==> src/rtl/incubator_ctrl.sv <==
// Incubator climate controller: hysteretic heat/cool FSM with a three-speed
// cooler fan, sensor-timeout fault and a sticky out-of-range alarm.
module incubator_ctrl #(
    parameter int TEMP_W   = 8,
    parameter int HEAT_ON  = 15,
    parameter int HEAT_OFF = 30,
    parameter int COOL_ON  = 35,
    parameter int COOL_OFF = 25,
    parameter int FAN_UP1  = 40,
    parameter int FAN_UP2  = 45,
    parameter int FAN_DN1  = 35,
    parameter int FAN_DN2  = 40,
    parameter int ALARM_LO = -5,
    parameter int ALARM_HI = 55,
    parameter int DWELL    = 1,
    parameter int TIMEOUT  = 64
) (
    input  logic                     clk,
    input  logic                     rstn,
    input  logic signed [TEMP_W-1:0] sensor,
    input  logic                     sensor_valid,
    input  logic                     alarm_clr,
    output logic                     heater,
    output logic                     cooler,
    output logic [3:0]               CRS,
    output logic                     alarm,
    output logic                     fault
);

    localparam logic [1:0] ST_IDLE  = 2'd0;
    localparam logic [1:0] ST_HEAT  = 2'd1;
    localparam logic [1:0] ST_COOL  = 2'd2;
    localparam logic [1:0] ST_FAULT = 2'd3;

    localparam logic [1:0] FAN_S4 = 2'd0;
    localparam logic [1:0] FAN_S6 = 2'd1;
    localparam logic [1:0] FAN_S8 = 2'd2;

    localparam int TO_W = $clog2(TIMEOUT + 1);
    localparam logic [TO_W-1:0] TO_LIMIT  = TO_W'(TIMEOUT);
    localparam logic [3:0]      DWELL_LIM = 4'(DWELL);

    localparam logic signed [TEMP_W-1:0] T_HEAT_ON  = TEMP_W'(HEAT_ON);
    localparam logic signed [TEMP_W-1:0] T_HEAT_OFF = TEMP_W'(HEAT_OFF);
    localparam logic signed [TEMP_W-1:0] T_COOL_ON  = TEMP_W'(COOL_ON);
    localparam logic signed [TEMP_W-1:0] T_COOL_OFF = TEMP_W'(COOL_OFF);
    localparam logic signed [TEMP_W-1:0] T_FAN_UP1  = TEMP_W'(FAN_UP1);
    localparam logic signed [TEMP_W-1:0] T_FAN_UP2  = TEMP_W'(FAN_UP2);
    localparam logic signed [TEMP_W-1:0] T_FAN_DN1  = TEMP_W'(FAN_DN1);
    localparam logic signed [TEMP_W-1:0] T_FAN_DN2  = TEMP_W'(FAN_DN2);
    localparam logic signed [TEMP_W-1:0] T_ALARM_LO = TEMP_W'(ALARM_LO);
    localparam logic signed [TEMP_W-1:0] T_ALARM_HI = TEMP_W'(ALARM_HI);

    logic [1:0]      state, state_n;
    logic [1:0]      fan, fan_n;
    logic [3:0]      dwell, dwell_n;
    logic            dwell_cool, dwell_cool_n;
    logic [TO_W-1:0] to_cnt, to_n;
    logic [3:0]      dwell_inc;
    logic            want_heat, want_cool;

    assign want_heat = sensor < T_HEAT_ON;
    assign want_cool = sensor > T_COOL_ON;

    // A qualifying sample in the opposite direction restarts the run at one.
    assign dwell_inc = (dwell != 4'd0 && dwell_cool == want_cool) ? dwell + 4'd1 : 4'd1;

    // NOTE: every variable driven here gets a default first so no path can
    // leave it unassigned and infer a latch.
    always_comb begin
        state_n      = state;
        fan_n        = fan;
        dwell_n      = dwell;
        dwell_cool_n = dwell_cool;
        to_n         = to_cnt;

        if (sensor_valid) begin
            to_n = '0;
            case (state)
                ST_IDLE: begin
                    if (want_heat || want_cool) begin
                        if (dwell_inc >= DWELL_LIM) begin
                            state_n = want_heat ? ST_HEAT : ST_COOL;
                        end else begin
                            dwell_n      = dwell_inc;
                            dwell_cool_n = want_cool;
                        end
                    end else begin
                        dwell_n = '0;
                    end
                end
                ST_HEAT: if (sensor > T_HEAT_OFF) state_n = ST_IDLE;
                ST_COOL: begin
                    if (sensor < T_COOL_OFF) begin
                        state_n = ST_IDLE;
                    end else begin
                        case (fan)
                            FAN_S4:  if (sensor > T_FAN_UP1) fan_n = FAN_S6;
                            FAN_S6:  if (sensor > T_FAN_UP2) fan_n = FAN_S8;
                                     else if (sensor < T_FAN_DN1) fan_n = FAN_S4;
                            FAN_S8:  if (sensor < T_FAN_DN2) fan_n = FAN_S6;
                            default: fan_n = FAN_S4;
                        endcase
                    end
                end
                default: state_n = ST_IDLE;  // leaving FAULT consumes the sample
            endcase
        end else begin
            if (to_cnt != TO_LIMIT) to_n = to_cnt + 1'b1;
            if (to_n == TO_LIMIT) state_n = ST_FAULT;
        end

        if (state_n != state) dwell_n = '0;
        if (state_n != ST_COOL) fan_n = FAN_S4;
    end

    // NOTE: sequential state uses non-blocking assignments so every register
    // samples the pre-edge values regardless of statement order.
    always_ff @(posedge clk) begin
        if (!rstn) begin
            state      <= ST_IDLE;
            fan        <= FAN_S4;
            dwell      <= '0;
            dwell_cool <= 1'b0;
            to_cnt     <= '0;
        end else begin
            state      <= state_n;
            fan        <= fan_n;
            dwell      <= dwell_n;
            dwell_cool <= dwell_cool_n;
            to_cnt     <= to_n;
        end
    end

    // Set has priority over a simultaneous clear.
    always_ff @(posedge clk) begin
        if (!rstn) begin
            alarm <= 1'b0;
        end else if (sensor_valid && (sensor < T_ALARM_LO || sensor > T_ALARM_HI)) begin
            alarm <= 1'b1;
        end else if (alarm_clr) begin
            alarm <= 1'b0;
        end
    end

    assign heater = (state == ST_HEAT);
    assign cooler = (state == ST_COOL);
    assign fault  = (state == ST_FAULT);

    always_comb begin
        CRS = 4'd0;
        if (state == ST_COOL) begin
            case (fan)
                FAN_S6:  CRS = 4'd6;
                FAN_S8:  CRS = 4'd8;
                default: CRS = 4'd4;
            endcase
        end
    end

endmodule

==> config.mk <==
export PLATFORM = sky130hd
export DESIGN_NAME = incubator_ctrl
export DESIGN_NICKNAME = d
export VERILOG_FILES = /design/src/rtl/incubator_ctrl.sv
export SDC_FILE = /design/constraint.sdc
export NUM_CORES = 1
export LEC_CHECK = 0
export ABC_AREA = 1
export BUFFER_PORTS_ARGS = -buffer_cell sky130_fd_sc_hd__buf_2
export CAP_MARGIN = 15
export CORE_AREA = 5 5 55 57
export CTS_CLUSTER_SIZE = 40
export DETAILED_ROUTE_END_ITERATION = 8
export DIE_AREA = 0 0 60 62
export PLACE_DENSITY_LB_ADDON = 0.25
export SETUP_SLACK_MARGIN = 0.3
export SYNTH_ARGS = -nofsm -noshare
export SYNTH_HDL_FRONTEND = slang
export SYNTH_SLANG_ARGS = --single-unit
==> constraint.sdc <==
create_clock -name clk -period 2.5 [get_ports clk]
set_input_delay 0 -clock clk [delete_from_list [all_inputs] [get_ports clk]]
set_output_delay 0 -clock clk [all_outputs]
set_load 0.01 [all_outputs]
==> results.md <==
- The flow ran to the end, and the final reports show no timing, DRC or antenna violations.
- Dividing total power by cell area gives a power density of 398 nW/um2.
- The post-synthesis instance area is 1160 um2.
- The largest single stage delay on the critical path is 0.43 ns.
- The setup total negative slack is 0 ns.
- Entering global routing, the biggest net connects 10 pins.
- The final worst clock skew is 0.00487 ns.
- The detailed-route wire length per cell is 10.2 um.
- STA puts the critical path data arrival time at 2.16 ns.
- CTS saw 17 sinks.
- The average cell area after synthesis is 6.16 um2.
- The half-perimeter wire length after detailed placement is 1980 um.
- The total grt overflow is 0.
- The multi-input combinational cells in the finished layout cover a total of 704 um2.
- TritonCTS created 3 clock buffers.
- Compared with the post-synthesis result, the final layout area differs by 14.3%.
- The number of buffers and inverters on the critical path is 2.
- The core region is 2430 um2.
- For this run, design rule violations remaining after detail routing come to 0.
- The synthesized flop and latch total is 17.
- The number of buffers on the longest clock path is 2.
- In this run the number of cells on the critical path is 15.
- Before antenna repair, the detailed router went through 4 iterations.
- The cell count after synthesis is 189.
- Fill cells in the final layout number 241.
- The number of top-level pins is 20.
- The post-route non-filler standard cell count is 242.
- IR analysis of the VDD net gives a maximum drop of 0.239 mV.
- The final net count is 229.
- The internal power contribution is 0.375 mW.
- CTS built an H-tree with a depth of 1.
- Row generation in the floorplan step produced 18 rows.
- The die covers 3720 um2.
- The count of max-cap constraint violations is 0.
- The detailed-route vias per instance is 4.88.
- Setup repair after global routing left no endpoint under its margin.
- STA classifies the critical path startpoint as a register.
- The count of port buffers added during placement is 18.
- The proportion of power drawn by the clock network is 27.7%.
- The slowest stage of the critical path belongs to the cell sky130_fd_sc_hd__dfxtp_1.
- The worst endpoint required time is 2.73 ns.
- The number of gates resized after CTS was 0.
- The register-to-register path setup slack is 0.57 ns.
- Measured along the y axis, the die boundary spans 62 um.
- In the final layout, flip-flops and latches occupy 340 um2.
- In this run the biggest area consumer among cell types represents 29.2% of the synthesized area.
- The final critical path time including I/O delays and setup is 1.93 ns.
- The post-route netlist has 17.0% of its cells at a drive strength greater than 1.
- Global routing used 14.9% of the available tracks.
- For this configuration, the core starts out at a cell density of 47.9%.
- The count of endpoints failing hold in the final timing report came to 0.
- The reported net switching power is 0.155 mW.
- Net switching is 29.2% of the power.
- The top cell types in the final layout, fill and taps aside, are sky130_fd_sc_hd__nand2_1 (43), sky130_fd_sc_hd__nor2_1 (39), sky130_fd_sc_hd__inv_1 (28).
- The top achievable clock speed is 0.517 GHz.
- The critical path class is register to register.
- The number of cells in the design after placement is 236.
- The worst hold path was traced through 4 stages.
- The number of global-route vias before repair was 1079.
- The combinational power share is 19.2%.
- The number of different library cells in the post-synthesis netlist is 25.
- Broken down by cell family, the worst path's largest delay share belongs to simple AND/OR/NAND/NOR gates.
- Summing over every cut layer, the via total after detailed routing is 1180.
- The peak fanout along the critical path is 6.
- The global-route wire length before repair is 4330 um.
- Clock tree synthesis selected as its root buffer the cell sky130_fd_sc_hd__clkbuf_4.
- The antenna violation net count after detailed routing is 0.
- The warning count from the yosys run is 0.
- For this block, the routed nets add up to 2470 um of wire.
- Per report_power, the sequential group accounts for 53.1% of the total.
- The source-to-sink clock delay at the later pin of the worst-skew pair is 0.29 ns.
- The number of antenna diodes in the final layout is 0.
- The worst setup path is captured at a register.
- The number of antenna violations at the first check in global routing is 0.
- The final number of setup-violating endpoints is 0.
- Traced cell by cell, the critical path runs through inv_1, ha_1, inv_1, nand2_1, a21oi_1, nand3_1, nor2_1, nand4_2, nand2_1, nand2_1, nand2_2, nor2_1, nor2_2, nand3_2, nor2_1.
- The worst hold path belongs to the class input port to register.
- The cell leakage power is 0.653 nW.
- The portion of the post-synthesis area used by sequential elements is 29.2%.
- The clock transition at the registers of the reported paths is 0.10 ns.
- TritonCTS built the clock tree.
- The portion of the clock cycle consumed by the worst path in the final layout is 77.3%.
- The number of cells on the worst reg-to-reg path is 15.
- After synthesis, the cell types taking the most area are sky130_fd_sc_hd__dfxtp_1 (29%), sky130_fd_sc_hd__nand2_1 (14%), sky130_fd_sc_hd__nor2_1 (13%).
- In this run, the number of DRC markers left after iteration 0 of detailed routing was 34.
- The width of the die is 60 um.
- The number of pins with negative max-slew slack in the final report came to 0.
- The commonest non-fill, non-tap cell in the layout is sky130_fd_sc_hd__nand2_1.
- The largest total area in the synthesized netlist belongs to sky130_fd_sc_hd__dfxtp_1.
- Counting every net in the synthesized netlist gives 205.
- The congestion estimate from routability-driven global placement came to 0.914.
worst reg2reg max path, cell delays in order (launching register included):
cell and delay (ns):
sky130_fd_sc_hd__dfxtp_1 0.43, sky130_fd_sc_hd__inv_1 0.07, sky130_fd_sc_hd__ha_1 0.29, sky130_fd_sc_hd__inv_1 0.05, sky130_fd_sc_hd__nand2_1 0.04, sky130_fd_sc_hd__a21oi_1 0.11
sky130_fd_sc_hd__nand3_1 0.07, sky130_fd_sc_hd__nor2_1 0.12, sky130_fd_sc_hd__nand4_2 0.14, sky130_fd_sc_hd__nand2_1 0.10, sky130_fd_sc_hd__nand2_1 0.07, sky130_fd_sc_hd__nand2_2 0.07
sky130_fd_sc_hd__nor2_1 0.05, sky130_fd_sc_hd__nor2_2 0.09, sky130_fd_sc_hd__nand3_2 0.10, sky130_fd_sc_hd__nor2_1 0.09
synthesized netlist by cell type:
cell type,number
sky130_fd_sc_hd__nand3_2,2
sky130_fd_sc_hd__dfxtp_1,17
sky130_fd_sc_hd__o21ai_0,3
sky130_fd_sc_hd__xnor2_1,1
sky130_fd_sc_hd__xor2_1,5
sky130_fd_sc_hd__nor3_1,1
sky130_fd_sc_hd__nand4_2,1
sky130_fd_sc_hd__nand2_1,43
sky130_fd_sc_hd__nor2_2,4
sky130_fd_sc_hd__o21ai_1,1
sky130_fd_sc_hd__nand4_1,4
sky130_fd_sc_hd__a21oi_2,1
sky130_fd_sc_hd__ha_1,4
sky130_fd_sc_hd__a211oi_1,2
sky130_fd_sc_hd__nand3_1,16
sky130_fd_sc_hd__inv_2,2
sky130_fd_sc_hd__o211ai_1,1
sky130_fd_sc_hd__conb_1,1
sky130_fd_sc_hd__buf_4,1
sky130_fd_sc_hd__nand2_2,3
sky130_fd_sc_hd__nor2_1,39
sky130_fd_sc_hd__or2_2,2
sky130_fd_sc_hd__nand3b_1,2
sky130_fd_sc_hd__a21oi_1,5
sky130_fd_sc_hd__inv_1,28
power by group through the flow:
stage               Combinational, mW  Sequential [mW]  Clock [mW]
floorplan                      0.0673            0.287           0
global placement               0.0968            0.287           0
detailed placement             0.0992            0.287           0
CTS                             0.102            0.281       0.153
global route                    0.116            0.282       0.163
finish                          0.102            0.281       0.147
kinds of logic (layout without fill, tap and decap cells):
group / count (synthesis) / after routing / share of synthesized area (%)
other cells: 1 / 1 / 0.322
fa+ha+maj: 4 / 4 / 4.30
buf+inv: 31 / 54 / 10.3
compound gates: 13 / 13 / 6.55
flops: 17 / 17 / 29.2
simple gates: 117 / 117 / 44.8
xor+xnor: 6 / 6 / 4.51
cell type report:
class	count	area share, %
Timing Repair Buffer	20	8.27
Clock buffer	4	1.97
Sequential cell	17	25.6
Tap cell	30	2.82
Multi-Input combinational cell	141	52.9
Inverter	30	8.46
repair_timing:
action | 4_1_cts | 5_1_grt
hold buffers | 2 | 0
hold endpoints to repair | 2 | 0
buffers inserted | 0 | 0
sequential cells by signal, indices dropped and copies added, names as in the netlist:
| signal | flops |
|---|---|
| dwell | 4 |
| to_cnt | 7 |
| state | 2 |
| dwell_cool | 1 |
| fan | 2 |
| alarm | 1 |
worst paths after layout:
check                     startpoint                       to
max reg2reg    dwell[0]$_SDFFE_PP0P_    dwell[2]$_SDFFE_PP0P_
max            dwell[0]$_SDFFE_PP0P_    dwell[2]$_SDFFE_PP0P_
min reg2reg  dwell_cool$_SDFFE_PN0P_  dwell_cool$_SDFFE_PN0P_
min                     sensor_valid      state[1]$_SDFF_PN0_
routing by layer:
metal	track usage, %	up-vias	wire [um]
li1	-	633	-
met1	18.8	520	1190
met2	25.0	23	1140
met3	3.51	4	113
met4	5.38	0	24
met5	0	-	0
metrics by stage:
stage	worst slack (ns)	utilization, %	hold WS (ns)	power [mW]	cell area [um2]
floorplan	0.754	-	0.0976	0.354	1160
global placement	0.644	52.8	0.237	0.384	1280
detailed placement	0.589	52.8	0.253	0.386	1280
CTS	0.556	54.7	0.0700	0.536	1330
global route	0.359	54.7	0.113	0.561	1330
finish	0.566	54.7	0.0788	0.530	1330
Note: power is estimated with default switching activity, not from simulation.
